==> config.mk <==
export PLATFORM = sky130hd
export DESIGN_NAME = mux_3in_1out
export DESIGN_NICKNAME = d
export VERILOG_FILES = /design/src/rtl/mux3_pkg.sv /design/src/rtl/mux3_sel_comb.sv /design/src/rtl/mux_3in_1out.sv
export SDC_FILE = /design/constraint.sdc
export NUM_CORES = 1
export LEC_CHECK = 0
export ABC_AREA = 0
export CAP_MARGIN = 20
export CORE_MARGIN = 1
export CORE_UTILIZATION = 41
export DETAILED_ROUTE_END_ITERATION = 8
export PLACE_DENSITY = 0.95
export SYNTH_ARGS = -nofsm -noshare
export SYNTH_HDL_FRONTEND = slang
export SYNTH_SLANG_ARGS = --single-unit
==> constraint.sdc <==
create_clock -name clk -period 1.5 [get_ports clk]
set_input_delay 0.15 -clock clk [delete_from_list [all_inputs] [get_ports clk]]
set_output_delay 0.15 -clock clk [all_outputs]
set_load 0.01 [all_outputs]
==> src/rtl/mux3_pkg.sv <==
// Shared constants for the registered 3:1 selector: select codes and default data width.
package mux3_pkg;

    localparam int unsigned MUX3_WIDTH = 32;

    localparam logic [1:0] SEL_A       = 2'd0;
    localparam logic [1:0] SEL_B       = 2'd1;
    localparam logic [1:0] SEL_C       = 2'd2;
    localparam logic [1:0] SEL_ILLEGAL = 2'd3;

endpackage : mux3_pkg

==> src/rtl/mux3_sel_comb.sv <==
// Purely combinational 3:1 data selector with illegal select-code detection.
module mux3_sel_comb
    import mux3_pkg::*;
#(
    parameter int unsigned WIDTH = MUX3_WIDTH
) (
    input  logic [WIDTH-1:0] data_a,
    input  logic [WIDTH-1:0] data_b,
    input  logic [WIDTH-1:0] data_c,
    input  logic [WIDTH-1:0] illegal_val,
    input  logic [1:0]       sel,
    output logic [WIDTH-1:0] data_o,
    output logic             illegal_o
);

    // Route the addressed source; the unused code yields the trap value.
    always_comb begin
        data_o    = illegal_val;
        illegal_o = 1'b0;
        case (sel)
            SEL_A: data_o = data_a;
            SEL_B: data_o = data_b;
            SEL_C: data_o = data_c;
            SEL_ILLEGAL: begin
                data_o    = illegal_val;
                illegal_o = 1'b1;
            end
            default: begin
                data_o    = illegal_val;
                illegal_o = 1'b1;
            end
        endcase
    end

endmodule : mux3_sel_comb

==> src/rtl/mux_3in_1out.sv <==
// Registered 3:1 selector with illegal-select flag; one cycle latency, enable-gated capture.
// Optional MUX3_STICKY_ERR_EN makes SelErr sticky until cleared by ErrClr or reset.
module mux_3in_1out
    import mux3_pkg::*;
#(
    parameter int unsigned     WIDTH       = MUX3_WIDTH,
    parameter logic [WIDTH-1:0] ILLEGAL_VAL = '0
) (
    input  logic             clk,
    input  logic             rst_n,
    input  logic [WIDTH-1:0] DatoA,
    input  logic [WIDTH-1:0] DatoB,
    input  logic [WIDTH-1:0] DatoC,
    input  logic [1:0]       Sel,
    input  logic             En,
`ifdef MUX3_STICKY_ERR_EN
    input  logic             ErrClr,
`endif
    output logic [WIDTH-1:0] Salida,
    output logic             SelErr
);

    logic [WIDTH-1:0] mux_data_s;
    logic             illegal_s;
    logic [WIDTH-1:0] salida_d;
    logic [WIDTH-1:0] salida_q;
    logic             sel_err_d;
    logic             sel_err_q;

    mux3_sel_comb #(
        .WIDTH(WIDTH)
    ) u_sel (
        .data_a     (DatoA),
        .data_b     (DatoB),
        .data_c     (DatoC),
        .illegal_val(ILLEGAL_VAL),
        .sel        (Sel),
        .data_o     (mux_data_s),
        .illegal_o  (illegal_s)
    );

    // Next-state: capture on enable, otherwise hold; sticky flag set wins over clear.
    always_comb begin
        salida_d  = salida_q;
        sel_err_d = sel_err_q;
        if (En) begin
            salida_d = mux_data_s;
        end else begin
            salida_d = salida_q;
        end
`ifdef MUX3_STICKY_ERR_EN
        if (En && illegal_s) begin
            sel_err_d = 1'b1;
        end else if (ErrClr) begin
            sel_err_d = 1'b0;
        end else begin
            sel_err_d = sel_err_q;
        end
`else
        if (En) begin
            sel_err_d = illegal_s;
        end else begin
            sel_err_d = sel_err_q;
        end
`endif
    end

    // Output register stage with asynchronous clear.
    always_ff @(posedge clk or negedge rst_n) begin
        if (!rst_n) begin
            salida_q  <= '0;
            sel_err_q <= 1'b0;
        end else begin
            salida_q  <= salida_d;
            sel_err_q <= sel_err_d;
        end
    end

    assign Salida = salida_q;
    assign SelErr = sel_err_q;

endmodule : mux_3in_1out

==> results.sh, run 1 <==
export IMPL_area_growth_pct=66.7
export IMPL_layout_common_cells="clkdlybuf4s50_1, dfrtp_1, inv_1"
export IMPL_tns_ns=0
export IMPL_finalCritPeriodShare_pct=89.1
export IMPL_use_met3_pct=6.22
export IMPL_port_buffers=133
export IMPL_hold_violations=0
export IMPL_dp_hpwl_um=4570
export IMPL_max_freq_mhz=748
export IMPL_cp_max_fo=2
export IMPL_cts_buffers=5
export IMPL_cts_tree="built"
export IMPL_start_util_pct=43.0
export IMPL_max_slew_margin_rel_pct=69.3
export IMPL_mappedNetlistNets=287
export IMPL_yosysTopAreaCell="dfrtp_1"
export IMPL_worst_pin_slew_ns=0.460
export IMPL_antenna_found_initial=0
export IMPL_synthesis_instances=186
export IMPL_grt_ovfl_total=0
export IMPL_crit_path_end_kind="output port"
export IMPL_crit_type="flop to output port"
export IMPL_vias=2000
export IMPL_vdd_drop_max_mv=0.557
export IMPL_worstPathCellList="clkdlybuf4s50_1"
export IMPL_grt_busiest_layer="met2"
export IMPL_synth_avg_cell_area_um2=12.0
export IMPL_grt_max_degree=42
export IMPL_nNetsFinal=416
export IMPL_crit_buf_inv=1
export IMPL_synth_area_um2=2220
export IMPL_die_area_um2=5720
export IMPL_yosysUniqueCellTypes=14
export IMPL_status="finished, final reports clean"
export IMPL_synth_top_area_share_pct=37.1
export IMPL_critPathMaxStageDelay_ns=0.55
export IMPL_row_count=26
export IMPL_clkTransAtPathRegs_ns=0.07
export IMPL_root_buffer="clkbuf_8"
export IMPL_clock_sinks=33
export IMPL_drive_gt1_share_pct=15.5
export IMPL_hold_class="input port to flop"
export IMPL_drc=0
export IMPL_grt_usage_pct=21.1
export IMPL_rsz0062_at_grt="false"
export IMPL_yosysSeqAreaShare_pct=37.1
export IMPL_gp_congestion=0.714
export IMPL_diodes=0
export IMPL_drv_slew=0
export IMPL_grt_pass1_wl_um=8940
export IMPL_setup_viol=0
export IMPL_wl_per_cell_um=15.4
export IMPL_die_w_um=75.7
export IMPL_via_per_inst=5.18
export IMPL_ys_top_cells_by_area="dfrtp_1, o221ai_2, mux2i_1"
export IMPL_clk_path_buf_depth=2
export IMPL_yosys_warnings=0
export IMPL_core_um2=5170
export IMPL_max_cap_violations=0
export IMPL_crit_path_top_delay_cell="clkdlybuf4s50_1"
export IMPL_critPathTopFamily="buffers and inverters"
export IMPL_start_kind="flop"
export IMPL_grt_pass1_vias=1935
export IMPL_fillCellCount=388
export IMPL_ios=134
export IMPL_p_leak_nw=1.51
export IMPL_antenna_left=0
export IMPL_drtPass1Iterations=4
export IMPL_layout_commonest_cell="clkdlybuf4s50_1"
export IMPL_insertion_delay_ns=0.27
export IMPL_ys_seq_elements=33
export IMPL_post_cts_buffers=0
export IMPL_whs_ns=0.334
export IMPL_wl_um=5950
export IMPL_fp_dieH_um=75.7
export IMPL_use_met1_pct=23.7
export IMPL_clock_skew_final_ns=0
export IMPL_cts_repair_resized=0
export IMPL_htree_levels=2
export IMPL_cp_data_required_time_ns=1.35
export IMPL_drtIter0Drc=53
export IMPL_power_density_nw_per_um2=767
export IMPL_arrival_ns=1.19
export IMPL_met2_usage_pct=37.8
export IMPL_fin_crit_ns=1.34
[synth_stat cells, drive strengths merged]
library cell,instances
buf,20
clkbuf,1
dfrtp,33
inv,33
mux2i,32
nand2b,1
nand3,1
nand4b,32
o21ai,1
o221ai,32
[cell families (layout without fill, tap and decap cells)]
family	Yosys count	in the layout	share of synthesized area, %
buffers and inverters	54	184	14.1
AND/OR/NAND/NOR	34	34	13.4
AO/OA/AOI/OAI	33	33	21.0
flip-flops	33	33	37.1
multiplexers	32	32	14.4
[layer usage]
layer | vias to the layer above | part of all wire (%)
li1 | 965 | -
met1 | 948 | 39
met2 | 79 | 53
met3 | 8 | 5.8
met4 | 0 | 1.5
met5 | - | 0
[through the flow]
step | total power [W] | worst slack [ns] | cell area (um2) | instances | util, %
after floorplan | 0.00147 | 0.657 | 2220 | 186 | -
after global placement | 0.00198 | 0.247 | 3580 | 377 | 69.3
after detailed placement | 0.00201 | 0.199 | 3580 | 377 | 69.3
after CTS | 0.00288 | 0.150 | 3710 | 386 | 71.7
after global routing | 0.00299 | 0.107 | 3710 | 386 | 71.7
final | 0.00285 | 0.163 | 3710 | 386 | 71.7
[cell type report]
type                       instances  area [um2]  share of cell area (%)
clock buffer                       7        86.3                    2.33
clock inverter                     1        30.0                   0.810
inverter                          33         124                    3.34
multi-input combinational         99        1090                    29.3
sequential                        33         826                    22.3
tap                               70        87.6                    2.36
timing repair buffer             143        1470                    39.6
[repair_timing]
action	4_1_cts	5_1_grt
hold buffers	1	0
endpoints found under the hold margin	19	0
setup endpoints to repair	0	0
[state kept, by name (all words and copies together) (netlist names)]
name    flops
Salida     32
SelErr      1
[where the power goes]
part           internal [W]  switching [W]  leakage (nW)
Sequential         0.000990      0.0000531         0.417
Clock              0.000542       0.000315        0.0585
Combinational      0.000586       0.000360          1.03
Total               0.00212       0.000728          1.51
[final timing paths]
kind | start | to | slack (ns) | cells after the start
min in group asynchronous | rst_n | Salida[29] | 0.38 | 2
worst min register to register | SelErr | SelErr | 0.51 | 2
worst max register to register | Salida[23] | Salida[23] | 0.81 | 2
worst min-delay path | En | Salida[22] | 0.33 | 2
max in group asynchronous | rst_n | Salida[23] | 0.56 | 3
worst max-delay path | Salida[12] | Salida[12] | 0.16 | 1
Note: power is estimated with default switching activity, not from simulation.
==> run 2: changes to the inputs <==
--- a/config.mk
+++ b/config.mk
@@ -11,6 +11,7 @@
 export CORE_UTILIZATION = 41
 export DETAILED_ROUTE_END_ITERATION = 8
 export PLACE_DENSITY = 0.95
+export SLEW_MARGIN = 30
 export SYNTH_ARGS = -nofsm -noshare
 export SYNTH_HDL_FRONTEND = slang
 export SYNTH_SLANG_ARGS = --single-unit
==> constraint.sdc (replaced) <==
create_clock -name clk -period 1.5 [get_ports clk]
set_input_delay 0.15 -clock clk [delete_from_list [all_inputs] [get_ports clk]]
set_output_delay 0.15 -clock clk [all_outputs]
set_load 0.1 [all_outputs]
==> results.sh, run 2 (synthesis results as in run 1) <==
export IMPL_r2r_cells=2
export IMPL_layout_commonest_cell="clkdlybuf4s50_1"
export IMPL_clkTransAtPathRegs_ns=0.07
export IMPL_fin_total_pwr_w=0.00361
export IMPL_drive_gt1_share_pct=25.6
export IMPL_r2r_setup_slack_ns=0.76
export IMPL_cp_data_required_time_ns=1.63
export IMPL_cts_tree="built"
export IMPL_max_cap_violations=0
export IMPL_cts_buffers=5
export IMPL_worstPathCellList="clkdlybuf4s50_1, nand2b_4, buf_12, o221ai_1"
export IMPL_setup_viol=0
export IMPL_via_per_inst=5.23
export IMPL_post_cts_buffers=0
export IMPL_crit_type="input port to flop"
export IMPL_clock_sinks=33
export IMPL_max_freq_mhz=975
export IMPL_die_w_um=75.7
export IMPL_grt_usage_pct=22.0
export IMPL_hold_violations=0
export IMPL_r2r_start="Salida[12]"
export IMPL_rsz0062_at_grt="false"
export IMPL_grt_ovfl_total=0
export IMPL_start_util_pct=43.0
export IMPL_holdBufCountCts=1
export IMPL_worst_pin_slew_ns=0.468
export IMPL_dp_hpwl_um=4900
export IMPL_vias=2025
export IMPL_antenna_left=0
export IMPL_start_kind="input port"
export IMPL_timing_final_ws_setup_ns=0.474
export IMPL_crit_path_top_delay_cell="clkdlybuf4s50_1"
export IMPL_arrival_ns=1.15
export IMPL_nNetsFinal=417
export IMPL_crit_cells=4
export IMPL_row_count=26
export IMPL_finalCritPeriodShare_pct=68.4
export IMPL_grt_pass1_wl_um=9290
export IMPL_port_buffers=133
export IMPL_die_area_um2=5720
export IMPL_root_buffer="clkbuf_8"
export IMPL_tns_ns=0
export IMPL_hold_class="input port to asynchronous set/reset pin"
export IMPL_status="finished, final reports clean"
export IMPL_crit_buf_inv=2
export IMPL_cp_startpoint="Sel[1]"
export IMPL_r2r_end="Salida[12]"
export IMPL_max_slew_margin_rel_pct=68.8
export IMPL_crit_path_end_kind="flop"
export IMPL_ios=134
export IMPL_wl_um=6200
export IMPL_diodes=0
export IMPL_grt_pass1_vias=2098
export IMPL_finalNonFillerCells=387
export IMPL_vdd_drop_max_mv=0.551
export IMPL_area_growth_pct=80.3
export IMPL_core_um2=5170
export IMPL_clk_path_buf_depth=2
export IMPL_dp_cells=378
export IMPL_critPathMaxStageDelay_ns=0.51
export IMPL_critPathTopFamily="buffers and inverters"
export IMPL_drc=0
export IMPL_gp_congestion=0.721
export IMPL_wl_per_cell_um=16.0
export IMPL_drtIter0Drc=98
export IMPL_p_leak_nw=1.66
export IMPL_fin_crit_ns=1.03
export IMPL_cp_max_fo=17
export IMPL_htree_levels=2
export IMPL_drtPass1Iterations=4
export IMPL_fp_dieH_um=75.7
export IMPL_power_density_nw_per_um2=900
export IMPL_layout_common_cells="clkdlybuf4s50_1, buf_12, dfrtp_1, inv_1"
export IMPL_largest_reg_flops=32
export IMPL_cts_repair_resized=0
export IMPL_grt_max_degree=35
export IMPL_antenna_found_initial=0
export IMPL_clock_skew_final_ns=0
export IMPL_dp_slack_ns=0.167
export IMPL_insertion_delay_ns=0.27
export IMPL_drv_slew=0
## run 2: cell types whose count changed in the layout (fill, tap and decap cells not counted), sizes merged
cell           change
buf               +34
bufinv             -1
clkbuf             +1
clkdlybuf4s50     -33
## run 2: layout make-up
class | instances | area (um2)
Clock buffer | 8 | 80.1
Fill cell | 341 | 1160
Inverter | 33 | 124
Multi-Input combinational cell | 99 | 1090
Sequential cell | 33 | 826
Tap cell | 70 | 87.6
Timing Repair Buffer | 144 | 1810
## run 2: worst max-delay path by stage
| stage | to | slack, ns |
|---|---|---|
| 6_report | Salida[31] | 0.47 |
| 5_1_grt | Salida[31] | 0.43 |
| 4_1_cts | Salida[12] | 0.46 |
| 3_5_place_dp | Salida[31] | 0.17 |
| 3_3_place_gp | Salida[31] | 0.24 |
| 2_1_floorplan | Salida[0] | 0.23 |
## run 2: stage by stage
stage | area (um2) | util [%] | hold WS, ns
floorplan | 2220 | - | -0.146
global placement | 3920 | 75.8 | 0.112
detailed placement | 3920 | 75.8 | 0.126
CTS | 4010 | 77.5 | 0.371
global route | 4010 | 77.5 | 0.399
finish | 4010 | 77.5 | 0.356
## run 2: report_power, final
part	leakage (nW)	internal [W]	switching [W]
registers	0.417	0.000991	0.000112
clock network	0.0395	0.000329	0.000297
logic	1.21	0.000805	0.00107
## run 2: metal layers
layer,share of wire (%),vias to the layer above,global-route usage [%]
met4,1.5,0,7.20
met5,0,-,0
li1,-,964,-
met1,38,967,23.6
met3,5.1,10,6.08
met2,56,84,41.4
